**config.mk**
```make
export PLATFORM = sky130hd
export DESIGN_NAME = chain_code_tracer_flat
export DESIGN_NICKNAME = d
export VERILOG_FILES = /design/src/rtl/chain_code_tracer_pkg.sv /design/src/rtl/chain_code_tracer_if.sv /design/src/rtl/chain_code_tracer_step.sv /design/src/rtl/chain_code_tracer.sv /design/src/flat_wrapper.sv
export SDC_FILE = /design/constraint.sdc
export NUM_CORES = 1
export LEC_CHECK = 0
export BUFFER_PORTS_ARGS = -buffer_cell sky130_fd_sc_hd__buf_2
export CORE_UTILIZATION = 51
export CTS_CLUSTER_SIZE = 12
export DETAILED_ROUTE_END_ITERATION = 7
export GPL_TIMING_DRIVEN = 1
export PLACE_DENSITY = 0.79
export SYNTH_ARGS = -nofsm -noshare
export SYNTH_HDL_FRONTEND = slang
export SYNTH_SLANG_ARGS = --single-unit
export TNS_END_PERCENT = 20
```
**constraint.sdc**
```tcl
create_clock -name clk -period 2.7 [get_ports clk]
set_input_delay 0.405 -clock clk [delete_from_list [all_inputs] [get_ports clk]]
set_output_delay 0.405 -clock clk [all_outputs]
set_load 0.01 [all_outputs]
```
**src/rtl/chain_code_tracer_pkg.sv**
```systemverilog
// Shared constants for the chain-code tracer: FSM encodings, error codes and
// Freeman delta tables (2-bit two's complement per code, code 0 in the LSBs).
package chain_pkg;

  typedef logic [2:0] state_t;

  localparam state_t ST_IDLE  = 3'd0;
  localparam state_t ST_EMIT0 = 3'd1;
  localparam state_t ST_STEP  = 3'd2;
  localparam state_t ST_CHECK = 3'd3;
  localparam state_t ST_DONE  = 3'd4;
  localparam state_t ST_ERROR = 3'd5;

  localparam logic [1:0] ERR_NONE    = 2'd0;
  localparam logic [1:0] ERR_ILLEGAL = 2'd1;
  localparam logic [1:0] ERR_OOB     = 2'd2;
  localparam logic [1:0] ERR_OPEN    = 2'd3;

  // codes 7..0, +1 = 01, 0 = 00, -1 = 11
  localparam logic [15:0] DX8 = 16'b01_00_11_11_11_00_01_01;
  localparam logic [15:0] DY8 = 16'b01_01_01_00_11_11_11_00;
  localparam logic [7:0]  DX4 = 8'b00_11_00_01;
  localparam logic [7:0]  DY4 = 8'b01_00_11_00;

  function automatic logic [1:0] delta_x(input logic [2:0] code, input logic conn8);
    return conn8 ? DX8[{code, 1'b0} +: 2] : DX4[{code[1:0], 1'b0} +: 2];
  endfunction

  function automatic logic [1:0] delta_y(input logic [2:0] code, input logic conn8);
    return conn8 ? DY8[{code, 1'b0} +: 2] : DY4[{code[1:0], 1'b0} +: 2];
  endfunction

endpackage

```
**src/rtl/chain_code_tracer_if.sv**
```systemverilog
// Code-in / pixel-out stream bundle of the chain-code tracer.
interface chain_code_tracer_if #(
  parameter int CW = 7,
  parameter int PW = 12
);
  logic          code_valid;
  logic [2:0]    code;
  logic          code_ready;
  logic          pix_valid;
  logic          pix_ready;
  logic [CW-1:0] pix_x;
  logic [CW-1:0] pix_y;
  logic [PW-1:0] pix_idx;

  modport master (
    output code_valid, code, pix_ready,
    input  code_ready, pix_valid, pix_x, pix_y, pix_idx
  );

  modport slave (
    input  code_valid, code, pix_ready,
    output code_ready, pix_valid, pix_x, pix_y, pix_idx
  );
endinterface

```
**src/rtl/chain_code_tracer_step.sv**
```systemverilog
// Combinational chain-code step: applies the Freeman delta to the current
// pixel and flags out-of-image results and codes illegal for 4-connectivity.
module chain_step
  import chain_pkg::*;
#(
  parameter int CW    = 7,
  parameter int IMG_W = 128,
  parameter int IMG_H = 128
) (
  input  logic [CW-1:0] cur_x,
  input  logic [CW-1:0] cur_y,
  input  logic [2:0]    code,
  input  logic          conn8,
  output logic [CW-1:0] next_x,
  output logic [CW-1:0] next_y,
  output logic          oob,
  output logic          illegal
);

  localparam logic [CW:0] LIM_X = (CW+1)'(IMG_W);
  localparam logic [CW:0] LIM_Y = (CW+1)'(IMG_H);

  logic [1:0]  dx;
  logic [1:0]  dy;
  logic [CW:0] sum_x;
  logic [CW:0] sum_y;

  // sums are CW+1-bit signed; the top bit is the sign, so an underflow or a
  // carry past 2^CW both show up as a set sign bit and are caught as oob
  always_comb begin
    dx      = delta_x(code, conn8);
    dy      = delta_y(code, conn8);
    sum_x   = {1'b0, cur_x} + {{(CW-1){dx[1]}}, dx};
    sum_y   = {1'b0, cur_y} + {{(CW-1){dy[1]}}, dy};
    illegal = !conn8 && code[2];
    oob     = sum_x[CW] || (sum_x >= LIM_X) || sum_y[CW] || (sum_y >= LIM_Y);
    next_x  = sum_x[CW-1:0];
    next_y  = sum_y[CW-1:0];
  end

endmodule

```
**src/rtl/chain_code_tracer.sv**
```systemverilog
// Chain-code tracer: walks a Freeman chain from a start pixel, one pixel per step.
//   state | meaning
//   IDLE  | waiting for start
//   EMIT0 | presenting the start pixel
//   STEP  | consuming codes, emitting stepped pixels
//   CHECK | closure test on final pixel
//   DONE  | trace complete, done sticky
//   ERROR | trace aborted, err_code sticky
module chain_code_tracer
  import chain_pkg::*;
#(
  parameter int CW           = 7,
  parameter int PW           = 12,
  parameter int IMG_W        = 128,
  parameter int IMG_H        = 128,
  parameter int CHECK_CLOSED = 1
) (
  input  logic                 clk,
  input  logic                 reset,
  input  logic                 start,
  input  logic [CW-1:0]        start_x,
  input  logic [CW-1:0]        start_y,
  input  logic [PW-1:0]        perimeter,
  input  logic                 conn8,
  chain_code_tracer_if.slave   bus,
  output logic                 busy,
  output logic                 done,
  output logic                 error,
  output logic [1:0]           err_code
);

  localparam logic [CW:0] LIM_X = (CW+1)'(IMG_W);
  localparam logic [CW:0] LIM_Y = (CW+1)'(IMG_H);

  state_t        state;
  logic [CW-1:0] sx_q, sy_q;
  logic [PW-1:0] per_q, count_q, idx_q;
  logic          conn8_q;
  logic [CW-1:0] pix_x_q, pix_y_q;
  logic          pix_valid_q;
  logic          done_q, error_q;
  logic [1:0]    err_q;

  logic          start_oob_in, start_oob_q;
  logic          code_ready, code_hs, pix_hs;
  logic [CW-1:0] nx, ny;
  logic          step_oob, step_illegal;

  chain_step #(.CW(CW), .IMG_W(IMG_W), .IMG_H(IMG_H)) u_step (
    .cur_x   (pix_x_q),
    .cur_y   (pix_y_q),
    .code    (bus.code),
    .conn8   (conn8_q),
    .next_x  (nx),
    .next_y  (ny),
    .oob     (step_oob),
    .illegal (step_illegal)
  );

  assign start_oob_in = ({1'b0, start_x} >= LIM_X) || ({1'b0, start_y} >= LIM_Y);
  assign start_oob_q  = ({1'b0, sx_q} >= LIM_X) || ({1'b0, sy_q} >= LIM_Y);

  // the output register can be refilled in the same cycle it is drained
  assign code_ready = (state == ST_STEP) && (count_q < per_q) &&
                      (!pix_valid_q || bus.pix_ready);
  assign code_hs    = code_ready && bus.code_valid;
  assign pix_hs     = pix_valid_q && bus.pix_ready;

  always_ff @(posedge clk or negedge reset) begin
    if (!reset) begin
      state       <= ST_IDLE;
      sx_q        <= '0;
      sy_q        <= '0;
      per_q       <= '0;
      conn8_q     <= 1'b0;
      count_q     <= '0;
      idx_q       <= '0;
      pix_x_q     <= '0;
      pix_y_q     <= '0;
      pix_valid_q <= 1'b0;
      done_q      <= 1'b0;
      error_q     <= 1'b0;
      err_q       <= ERR_NONE;
    end else begin
      case (state)
        ST_IDLE, ST_DONE, ST_ERROR: begin
          if (start) begin
            sx_q        <= start_x;
            sy_q        <= start_y;
            per_q       <= perimeter;
            conn8_q     <= conn8;
            done_q      <= 1'b0;
            error_q     <= 1'b0;
            err_q       <= ERR_NONE;
            pix_x_q     <= start_x;
            pix_y_q     <= start_y;
            idx_q       <= '0;
            count_q     <= '0;
            pix_valid_q <= !start_oob_in;
            state       <= ST_EMIT0;
          end
        end
        ST_EMIT0: begin
          if (start_oob_q) begin
            pix_valid_q <= 1'b0;
            error_q     <= 1'b1;
            err_q       <= ERR_OOB;
            state       <= ST_ERROR;
          end else if (pix_hs) begin
            pix_valid_q <= 1'b0;
            state       <= (per_q == '0) ? ST_CHECK : ST_STEP;
          end
        end
        ST_STEP: begin
          if (code_hs) begin
            if (step_illegal || step_oob) begin
              pix_valid_q <= 1'b0;
              error_q     <= 1'b1;
              err_q       <= step_illegal ? ERR_ILLEGAL : ERR_OOB;
              state       <= ST_ERROR;
            end else begin
              pix_x_q     <= nx;
              pix_y_q     <= ny;
              idx_q       <= count_q + PW'(1);
              count_q     <= count_q + PW'(1);
              pix_valid_q <= 1'b1;
            end
          end else if (pix_hs) begin
            pix_valid_q <= 1'b0;
            if (count_q == per_q) state <= ST_CHECK;
          end
        end
        ST_CHECK: begin
          if ((CHECK_CLOSED != 0) && ((pix_x_q != sx_q) || (pix_y_q != sy_q))) begin
            error_q <= 1'b1;
            err_q   <= ERR_OPEN;
            state   <= ST_ERROR;
          end else begin
            done_q <= 1'b1;
            state  <= ST_DONE;
          end
        end
        default: state <= ST_IDLE;
      endcase
    end
  end

  assign bus.code_ready = code_ready;
  assign bus.pix_valid  = pix_valid_q;
  assign bus.pix_x      = pix_x_q;
  assign bus.pix_y      = pix_y_q;
  assign bus.pix_idx    = idx_q;

  assign busy     = (state == ST_EMIT0) || (state == ST_STEP) || (state == ST_CHECK);
  assign done     = done_q;
  assign error    = error_q;
  assign err_code = err_q;

endmodule
```
**src/flat_wrapper.sv**
```systemverilog
// flat-port wrapper written by rule: the top's interface ports become plain ports
module chain_code_tracer_flat import chain_pkg::*;
#(
  parameter int CW           = 7,
  parameter int PW           = 12,
  parameter int IMG_W        = 128,
  parameter int IMG_H        = 128,
  parameter int CHECK_CLOSED = 1
)
  (clk, reset, start, start_x, start_y, perimeter, conn8, busy, done, error, err_code, bus_code_valid, bus_code, bus_pix_ready, bus_code_ready, bus_pix_valid, bus_pix_x, bus_pix_y, bus_pix_idx);
  chain_code_tracer_if #(.CW(CW), .PW(PW)) bus_i ();
  input  logic clk;
  input  logic reset;
  input  logic start;
  input  logic [CW-1:0] start_x;
  input  logic [CW-1:0] start_y;
  input  logic [PW-1:0] perimeter;
  input  logic conn8;
  output logic busy;
  output logic done;
  output logic error;
  output logic [1:0] err_code;
  input wire logic [$bits(bus_i.code_valid)-1:0] bus_code_valid;
  input wire logic [$bits(bus_i.code)-1:0] bus_code;
  input wire logic [$bits(bus_i.pix_ready)-1:0] bus_pix_ready;
  output wire logic [$bits(bus_i.code_ready)-1:0] bus_code_ready;
  output wire logic [$bits(bus_i.pix_valid)-1:0] bus_pix_valid;
  output wire logic [$bits(bus_i.pix_x)-1:0] bus_pix_x;
  output wire logic [$bits(bus_i.pix_y)-1:0] bus_pix_y;
  output wire logic [$bits(bus_i.pix_idx)-1:0] bus_pix_idx;
  assign bus_i.code_valid = bus_code_valid;
  assign bus_i.code = bus_code;
  assign bus_i.pix_ready = bus_pix_ready;
  assign bus_code_ready = bus_i.code_ready;
  assign bus_pix_valid = bus_i.pix_valid;
  assign bus_pix_x = bus_i.pix_x;
  assign bus_pix_y = bus_i.pix_y;
  assign bus_pix_idx = bus_i.pix_idx;
  chain_code_tracer #(.CW(CW), .PW(PW), .IMG_W(IMG_W), .IMG_H(IMG_H), .CHECK_CLOSED(CHECK_CLOSED)) u_core (.clk(clk), .reset(reset), .start(start), .start_x(start_x), .start_y(start_y), .perimeter(perimeter), .conn8(conn8), .bus(bus_i), .busy(busy), .done(done), .error(error), .err_code(err_code));
endmodule
```
==> results of run 1 <==
-- metrics by stage --
stage / instances / utilization (%)
after floorplan: 446 / -
after global placement: 631 / 64.0
after detailed placement: 631 / 64.0
after CTS: 649 / 67.5
after global routing: 650 / 68.2
final: 650 / 68.2
-- cell usage after synthesis, types with 2 or more instances --
master | n | area [um2]
and2_1 | 2 | 12.5
clkbuf_1 | 13 | 48.8
inv_1 | 23 | 86.3
nor4_1 | 6 | 37.5
ha_1 | 29 | 363
nand2_1 | 90 | 338
nor2_1 | 21 | 78.8
dfrtp_1 | 61 | 1530
a21o_1 | 5 | 37.5
xnor2_1 | 3 | 26.3
o31ai_1 | 5 | 37.5
o21ai_0 | 40 | 200
a31oi_1 | 2 | 12.5
fa_1 | 2 | 40.0
nand4_1 | 12 | 75.1
mux2_2 | 4 | 45.0
a211oi_1 | 6 | 45.0
nand3_1 | 11 | 55.1
o21ai_1 | 10 | 50.1
a21oi_1 | 23 | 115
nor3_1 | 6 | 30.0
mux2i_1 | 4 | 40.0
and3_1 | 8 | 50.1
xor2_1 | 21 | 184
o211ai_1 | 7 | 52.6
nand2b_1 | 4 | 25.0
buf_2 | 3 | 15.0
nor2b_1 | 9 | 56.3
-- registers in the layout (all words and copies together) (netlist names) --
register	count
u_core.sx_q	7
u_core.done	1
u_core.err_code	2
u_core.bus.pix_y	7
u_core.bus.pix_idx	12
u_core.conn8_q	1
u_core.state	3
u_core.sy_q	7
u_core.bus.pix_x	7
u_core.error	1
u_core.bus.pix_valid	1
u_core.per_q	12
-- cells by family (layout without fill, tap and decap cells) --
kind of cell	count (synthesis)	in the layout	synth area share (%)
AND/OR/NAND/NOR	174	174	21.2
AO/OA/AOI/OAI	106	106	16.3
flip-flops	61	61	39.8
buffers and inverters	41	146	4.20
adder cells (fa/ha/maj)	31	31	10.5
XOR/XNOR	25	25	5.90
multiplexers	8	8	2.22
-- repair_timing --
item                                    4_1_cts  5_1_grt
hold buffers                                  0        0
endpoints found under the setup margin       23       31
resized for setup                             5       18
pin swaps                                     6        5
buffers inserted                              3        1
-- path summary, 6_finish.rpt --
| path | endpoint | slack, ns | cells past startpoint |
|---|---|---|---|
| max | u_core.bus.pix_idx[3] | 0.03 | 11 |
| min | u_core.per_q[10] | 0.22 | 2 |
| max reg2reg | u_core.bus.pix_idx[3] | 0.03 | 11 |
| min reg2reg | u_core.done | 0.49 | 2 |
| max in group asynchronous | u_core.conn8_q | 1.89 | 2 |
| min in group clk | u_core.per_q[0] | 0.25 | 3 |
-- metal layers --
layer	up-vias	track usage (%)	wire, um
li1	1758	-	-
met4	0	13.6	308
met5	-	0	0
met3	29	4.85	488
met1	1715	34.8	4360
met2	127	48.0	4910
-- area by class of cell --
cell class / instances / share of cell area, %
Sequential cell: 61 / 30.9
Inverter: 23 / 1.85
Clock buffer: 11 / 2.86
Tap cell: 99 / 2.50
Timing Repair Buffer: 108 / 13.4
Clock inverter: 4 / 1.47
Multi-Input combinational cell: 344 / 47.1
-- power breakdown --
| part | internal (mW) | total [mW] | switching, mW |
|---|---|---|---|
| logic | 1.42 | 3.05 | 1.63 |
| registers | 1.26 | 1.62 | 0.358 |
| clock network | 0.538 | 0.893 | 0.354 |
| total | 3.22 | 5.56 | 2.34 |
==> metrics.cfg, run 1 <==
[status]
status=completed

[setup_path]
r2r-start=u_core.conn8_q
cp_top_family=simple AND/OR/NAND/NOR gates
cp_data_required_time_ns=2.98
cpMaxStageDelayCell=or4b_1
path_class=reg -> reg
crit_arrival_ns=2.95
cp_max_fo=7
cp-start-kind=flop
slowest_delay_ns=0.52
startpoint=u_core.conn8_q
cpMostUsedCell=a21oi_2
path_buf_inv=2
endpoint_kind=flop
path_cells=buf_4 > o21ai_4 > inv_4 > ha_1 > a21oi_2 > o211ai_1 > a21oi_2 > xnor2_2 > nand3_2 > or4b_1 > nand2_1

[drt]
drt_first_pass_iters=5
routed_via_density=5.58
ant_nets=0
routed_wl_mm=10.1
vias=3629
remaining_drc_errors=0
wl_per_cell_um=15.5
drtIter0Drc=315

[timing]
setup_violations=0
fmax_ghz=0.375
min_period_over_period_pct=98.9
drv_slew=0
relSlewSlack_pct=47.4
hold_viol=0
skew_ns=0.0100
fin_setup_tns_ns=0
rsz0062_at_grt=true
min_period_ns=2.67
timing.final.ws_setup_ns=0.0299
tightest_slew_ns=0.790
hold_ws_ns=0.222

[synth]
yosysWarnings=0
postSynthAreaPerCell_um2=8.61
synth_ff_type=dfrtp_1
synth-edff-count=0
syn_inst=446
synth_seq_area_share_pct=39.8
synthesis.nets=512
ys_types=44
synthArstFlopShare_pct=100
ys_seq_elements=61
mappedNetlistArea_mm2=0.00384

[clock_tree]
numCtsBuffers=9
clk_pin_slew_ns=0.07
ctsRootBufferMaster=clkbuf_8
cts.sinks=61
cts.path.max_buffers=2
cts_tree=yes
htreeDepth=3
clk_latency_ns=0.34

[floorplan]
core_mm2=0.00725
start_util_pct=52.9
die_area_mm2=0.00788
pin_count=68
die_w_um=88.8
die_h_um=88.8
rows=31

[place]
place_worst_setup_slack_ns=-0.210
gp_congestion=0.862
place_area_mm2=0.00464
portBuffers=67
place.detailed.hpwl_mm=7.56

[pwr]
total_power_mw=5.56
leakagePower_nw=2.50
powerDensity_mw_per_mm2=1120
vdd_drop_max_mv=0.576

[final_layout]
seqCellArea_mm2=0.00153
area_growth_pct=28.9
finalInstanceArea_mm2=0.00495
final_common_cell=nand2_1
fillers=582
multi_input_area_mm2=0.00233
nets=613
antennaDiodeCount=0
layout_common_cells=89 x nand2_1, 67 x buf_2, 60 x dfrtp_1
drive_above_1_share_pct=28.5

[grt]
grt_pass1_vias=3508
grt_pass1_wl_mm=16.7
grt_start_max_net_pins=62
gr-total-overflow=0
grt_usage_pct=28.2
grt_antenna_before_repair=0

[job]
drv_cap=0

[hold_path]
hold_path_class=in -> async

(Power assumes the default switching activity.)
==> run 2: changes to the inputs <==
--- a/config.mk
+++ b/config.mk
@@ -6,11 +6,12 @@
 export NUM_CORES = 1
 export LEC_CHECK = 0
 export BUFFER_PORTS_ARGS = -buffer_cell sky130_fd_sc_hd__buf_2
-export CORE_UTILIZATION = 51
+export CORE_MARGIN = 4
+export CORE_UTILIZATION = 45
 export CTS_CLUSTER_SIZE = 12
 export DETAILED_ROUTE_END_ITERATION = 7
 export GPL_TIMING_DRIVEN = 1
-export PLACE_DENSITY = 0.79
+export PLACE_DENSITY = 0.71
 export SYNTH_ARGS = -nofsm -noshare
 export SYNTH_HDL_FRONTEND = slang
 export SYNTH_SLANG_ARGS = --single-unit
==> metrics.cfg, run 2 (synthesis results as in run 1) <==
[final_layout]
seqCellArea_mm2=0.00153
antennaDiodeCount=0
finalInstanceArea_mm2=0.00498
layout_common_cells=90 x nand2_1, 67 x buf_2, 61 x dfrtp_1
nets=614
final_common_cell=nand2_1
area_growth_pct=29.7
drive_above_1_share_pct=28.4
multi_input_area_mm2=0.00234
fillers=768

[setup_path]
cp_data_required_time_ns=2.92
endpoint_kind=flop
path_buf_inv=2
cpMaxStageDelayCell=dfrtp_1
cp_top_family=compound AO/OA/AOI/OAI gates
crit_arrival_ns=2.92
path_cells=mux2i_1 > o21ai_2 > inv_4 > ha_4 > a211oi_4 > o211ai_1 > a32o_2 > nor2_4 > a31oi_4 > buf_12 > o21ai_0 > o21ai_1
cp-start-kind=flop
slowest_delay_ns=0.42
cp_max_fo=21
path_class=reg -> reg

[drt]
remaining_drc_errors=0
wl_per_cell_um=15.9
drt_first_pass_iters=5
routed_via_density=5.50
routed_wl_mm=10.4
vias=3619
ant_nets=0
drtIter0Drc=226

[place]
place_worst_setup_slack_ns=-0.199
place_area_mm2=0.00468
portBuffers=67
gp_congestion=0.867
place.detailed.hpwl_mm=7.72

[timing]
min_period_over_period_pct=99.9
setup_violations=0
timing.final.ws_setup_ns=0.00329
min_period_ns=2.70
tightest_slew_ns=0.562
hold_viol=0
drv_slew=0
skew_ns=0.0113
rsz0062_at_grt=true
fmax_ghz=0.371
relSlewSlack_pct=62.4

[clock_tree]
cts.path.max_buffers=2
ctsRootBufferMaster=clkbuf_8
numCtsBuffers=9
cts_hold_buffers=0
htreeDepth=3
cts_tree=yes
clk_latency_ns=0.35
cts.sinks=61
clk_pin_slew_ns=0.08

[grt]
grt_usage_pct=22.1
use_met2_pct=34.9
use_met3_pct=5.07
gr-total-overflow=0
grt.busiest_layer=met2
grt_pass1_wl_mm=17.8
grt_pass1_vias=3722
gr-usage-met1_pct=29.1
grt_start_max_net_pins=62
grt_antenna_before_repair=0

[floorplan]
rows=33
die_area_mm2=0.0101
die_h_um=100
start_util_pct=46.5
core_mm2=0.00826
die_w_um=100
pin_count=68

[pwr]
powerDensity_mw_per_mm2=1100
vdd_drop_max_mv=0.583
leakagePower_nw=2.50

[job]
drv_cap=0

[status]
status=completed

[hold_path]
hold_path_class=in -> async

[run 2: cell types whose count changed in the layout (fill, tap and decap cells not counted), sizes merged]
cell	previous run	this run
clkinv	1	2
buf	108	109
clkinvlp	1	3
clkbuf	11	10
bufinv	2	1
[run 2: power breakdown]
part / internal [mW] / switching [mW]
sequential: 1.26 / 0.354
combinational: 1.44 / 1.62
clock: 0.448 / 0.380
[run 2: path summary, 6_finish.rpt]
| check | start | to | slack [ns] | cells after the start |
|---|---|---|---|---|
| min | reset | u_core.per_q[6] | 0.05 | 2 |
| max | u_core.conn8_q | u_core.bus.pix_idx[4] | 0.003 | 12 |
| max reg2reg | u_core.conn8_q | u_core.bus.pix_idx[4] | 0.003 | 12 |
| min in group clk | perimeter[6] | u_core.per_q[6] | 0.26 | 3 |
| min reg2reg | u_core.done | u_core.done | 0.49 | 2 |
| max in group asynchronous | reset | u_core.sy_q[2] | 2.36 | 2 |
[run 2: timing repair]
| action | in CTS | in global routing |
|---|---|---|
| setup buffers | 2 | 2 |
| pin swaps | 5 | 2 |
| gates resized for setup | 5 | 10 |
| endpoints found under the setup margin | 16 | 29 |
[run 2: metal layers]
| metal | share of wire [%] | vias to the layer above | wire [um] |
|---|---|---|---|
| met4 | 2.9 | 0 | 306 |
| met1 | 45 | 1699 | 4670 |
| met3 | 5.9 | 29 | 616 |
| met2 | 46 | 129 | 4840 |
| met5 | 0 | - | 0 |
| li1 | - | 1762 | - |
[run 2: layout make-up]
type | count | area share [%]
inverter | 23 | 1.83
timing repair buffer | 109 | 13.9
tap | 105 | 2.64
sequential | 61 | 30.7
clock buffer | 10 | 2.76
multi-input combinational | 344 | 46.9
clock inverter | 6 | 1.26
[run 2: metrics by stage]
| step | TNS [ns] | power [mW] | cells | hold WS, ns | util, % |
|---|---|---|---|---|---|
| after floorplan | 0 | 3.49 | 446 | 0.109 | - |
| after global placement | -1.07 | 4.43 | 638 | 0.440 | 56.7 |
| after detailed placement | -2.16 | 4.53 | 638 | 0.440 | 56.7 |
| after CTS | 0 | 5.43 | 656 | 0.0639 | 59.6 |
| after global routing | -1.86 | 5.97 | 658 | 0.0820 | 60.3 |
| final | 0 | 5.49 | 658 | 0.0453 | 60.3 |
==> run 3: changes to the inputs <==
--- a/config.mk
+++ b/config.mk
@@ -6,12 +6,14 @@
 export NUM_CORES = 1
 export LEC_CHECK = 0
 export BUFFER_PORTS_ARGS = -buffer_cell sky130_fd_sc_hd__buf_2
+export CELL_PAD_IN_SITES_DETAIL_PLACEMENT = 1
+export CELL_PAD_IN_SITES_GLOBAL_PLACEMENT = 1
 export CORE_MARGIN = 4
-export CORE_UTILIZATION = 45
+export CORE_UTILIZATION = 38
 export CTS_CLUSTER_SIZE = 12
 export DETAILED_ROUTE_END_ITERATION = 7
 export GPL_TIMING_DRIVEN = 1
-export PLACE_DENSITY = 0.71
+export PLACE_DENSITY = 0.78
 export SYNTH_ARGS = -nofsm -noshare
 export SYNTH_HDL_FRONTEND = slang
 export SYNTH_SLANG_ARGS = --single-unit
==> metrics.cfg, run 3 (synthesis results as in run 1) <==
[status]
status=finished, violations left
violations=negative setup slack

[grt]
grt_antenna_before_repair=0
grt_start_max_net_pins=62
grt_pass1_wl_mm=20.3
gr-total-overflow=0
grt_usage_pct=22.2
grt_pass1_vias=4058

[clock_tree]
cts_hold_buffers=0
cts_tree=yes
clk_pin_slew_ns=0.07
cts.sinks=61
htreeDepth=3
ctsRootBufferMaster=clkbuf_8
numCtsBuffers=9
clk_latency_ns=0.35
cts.path.max_buffers=2

[setup_path]
cpMostUsedCell=o211ai_1
crit_arrival_ns=3.07
endpoint_kind=flop
cp_max_fo=11
path_cells=mux2i_1 > o21ai_2 > inv_4 > ha_4 > o211ai_1 > o211ai_1 > buf_4 > a21oi_2 > nor2_4 > a31oi_4 > buf_6 > mux2_2
cp_data_required_time_ns=2.93
cp-start-kind=flop
slowest_delay_ns=0.41
cpMaxStageDelayCell=dfrtp_1
path_class=reg -> reg

[final_layout]
nets=619
postLayoutCoreUtil_pct=51.2
final_common_cell=nand2_1
finalInstanceArea_mm2=0.00502
seqCellArea_mm2=0.00153
antennaDiodeCount=0
fillers=1183
layout_common_cells=90 x nand2_1, 67 x buf_2, 61 x dfrtp_1
drive_above_1_share_pct=28.9
area_growth_pct=30.9
multi_input_area_mm2=0.00234

[timing]
setup_violations=16
rsz0062_at_grt=true
min_period_over_period_pct=105
hold_viol=0
fin_setup_tns_ns=-0.998
skew_ns=0.0133
min_period_ns=2.84
fmax_ghz=0.352
tightest_slew_ns=0.509
relSlewSlack_pct=66.0
timing.final.ws_setup_ns=-0.138
drv_slew=0

[floorplan]
rows=36
die_h_um=109
start_util_pct=39.1
core_mm2=0.00982
pin_count=68
die_w_um=109
die_area_mm2=0.0118

[place]
gp_congestion=0.883
portBuffers=67
place.detailed.hpwl_mm=9.20
place_area_mm2=0.00472

[hold_path]
hold_path_class=in -> async

[pwr]
total_power_mw=5.71
vdd_drop_max_mv=0.521
powerDensity_mw_per_mm2=1140
leakagePower_nw=2.52

[drt]
ant_nets=0
drtIter0Drc=124
routed_wl_mm=12.4
routed_via_density=5.34
drt_first_pass_iters=4
vias=3689
wl_per_cell_um=17.9
remaining_drc_errors=0

[job]
drv_cap=0

## run 3: layout make-up
cell class / count / share of cell area, %
inverter: 23 / 1.82
clock buffer: 12 / 2.89
tap: 133 / 3.31
multi-input combinational: 344 / 46.6
timing repair buffer: 114 / 14.1
sequential: 61 / 30.4
clock inverter: 4 / 0.946
## run 3: power by group
part           total, mW  switching [mW]  internal, mW
Clock              0.836           0.387         0.450
Combinational       3.26            1.77          1.49
Sequential          1.62           0.361          1.26
## run 3: final timing paths
| path | start | endpoint | slack, ns | cells after the start |
|---|---|---|---|---|
| hold reg to reg | u_core.done | u_core.done | 0.49 | 2 |
| max in group asynchronous | reset | u_core.sx_q[6] | 2.35 | 2 |
| hold / removal | reset | u_core.per_q[5] | 0.06 | 2 |
| setup reg to reg | u_core.conn8_q | u_core.bus.pix_x[4] | -0.14 | 12 |
| min in group clk | perimeter[7] | u_core.per_q[7] | 0.26 | 3 |
| setup / recovery | u_core.conn8_q | u_core.bus.pix_x[4] | -0.14 | 12 |
## run 3: what timing repair did
action | CTS | global route
gates resized for setup | 6 | 11
setup endpoints to repair | 24 | 34
setup buffers | 4 | 1
pin swaps | 6 | 7
## run 3: per-stage QoR
step / hold WS [ns] / std cells / setup slack, ns
2_1_floorplan: 0.109 / 446 / 0.0134
3_3_place_gp: 0.445 / 670 / -0.115
3_5_place_dp: 0.446 / 670 / -0.267
4_1_cts: 0.0708 / 690 / -0.0883
5_1_grt: 0.0869 / 691 / -0.237
6_report: 0.0644 / 691 / -0.138
## run 3: critical path: cells and delay by family (launching register included)
family | cells | cell delay, ns
mux | 2 | 0.60
fa+ha+maj | 1 | 0.22
buf+inv | 3 | 0.47
simple gates | 1 | 0.08
flops | 1 | 0.41
compound gates | 5 | 0.93
## run 3: layer usage
metal  vias to the layer above  part of all wire [%]  GRT usage (%)
li1                       1762                     -              -
met1                      1811                    42           26.4
met2                        86                    51           39.4
met3                        30                   4.5           4.24
met4                         0                   2.6           8.30
met5                         -                     0              0
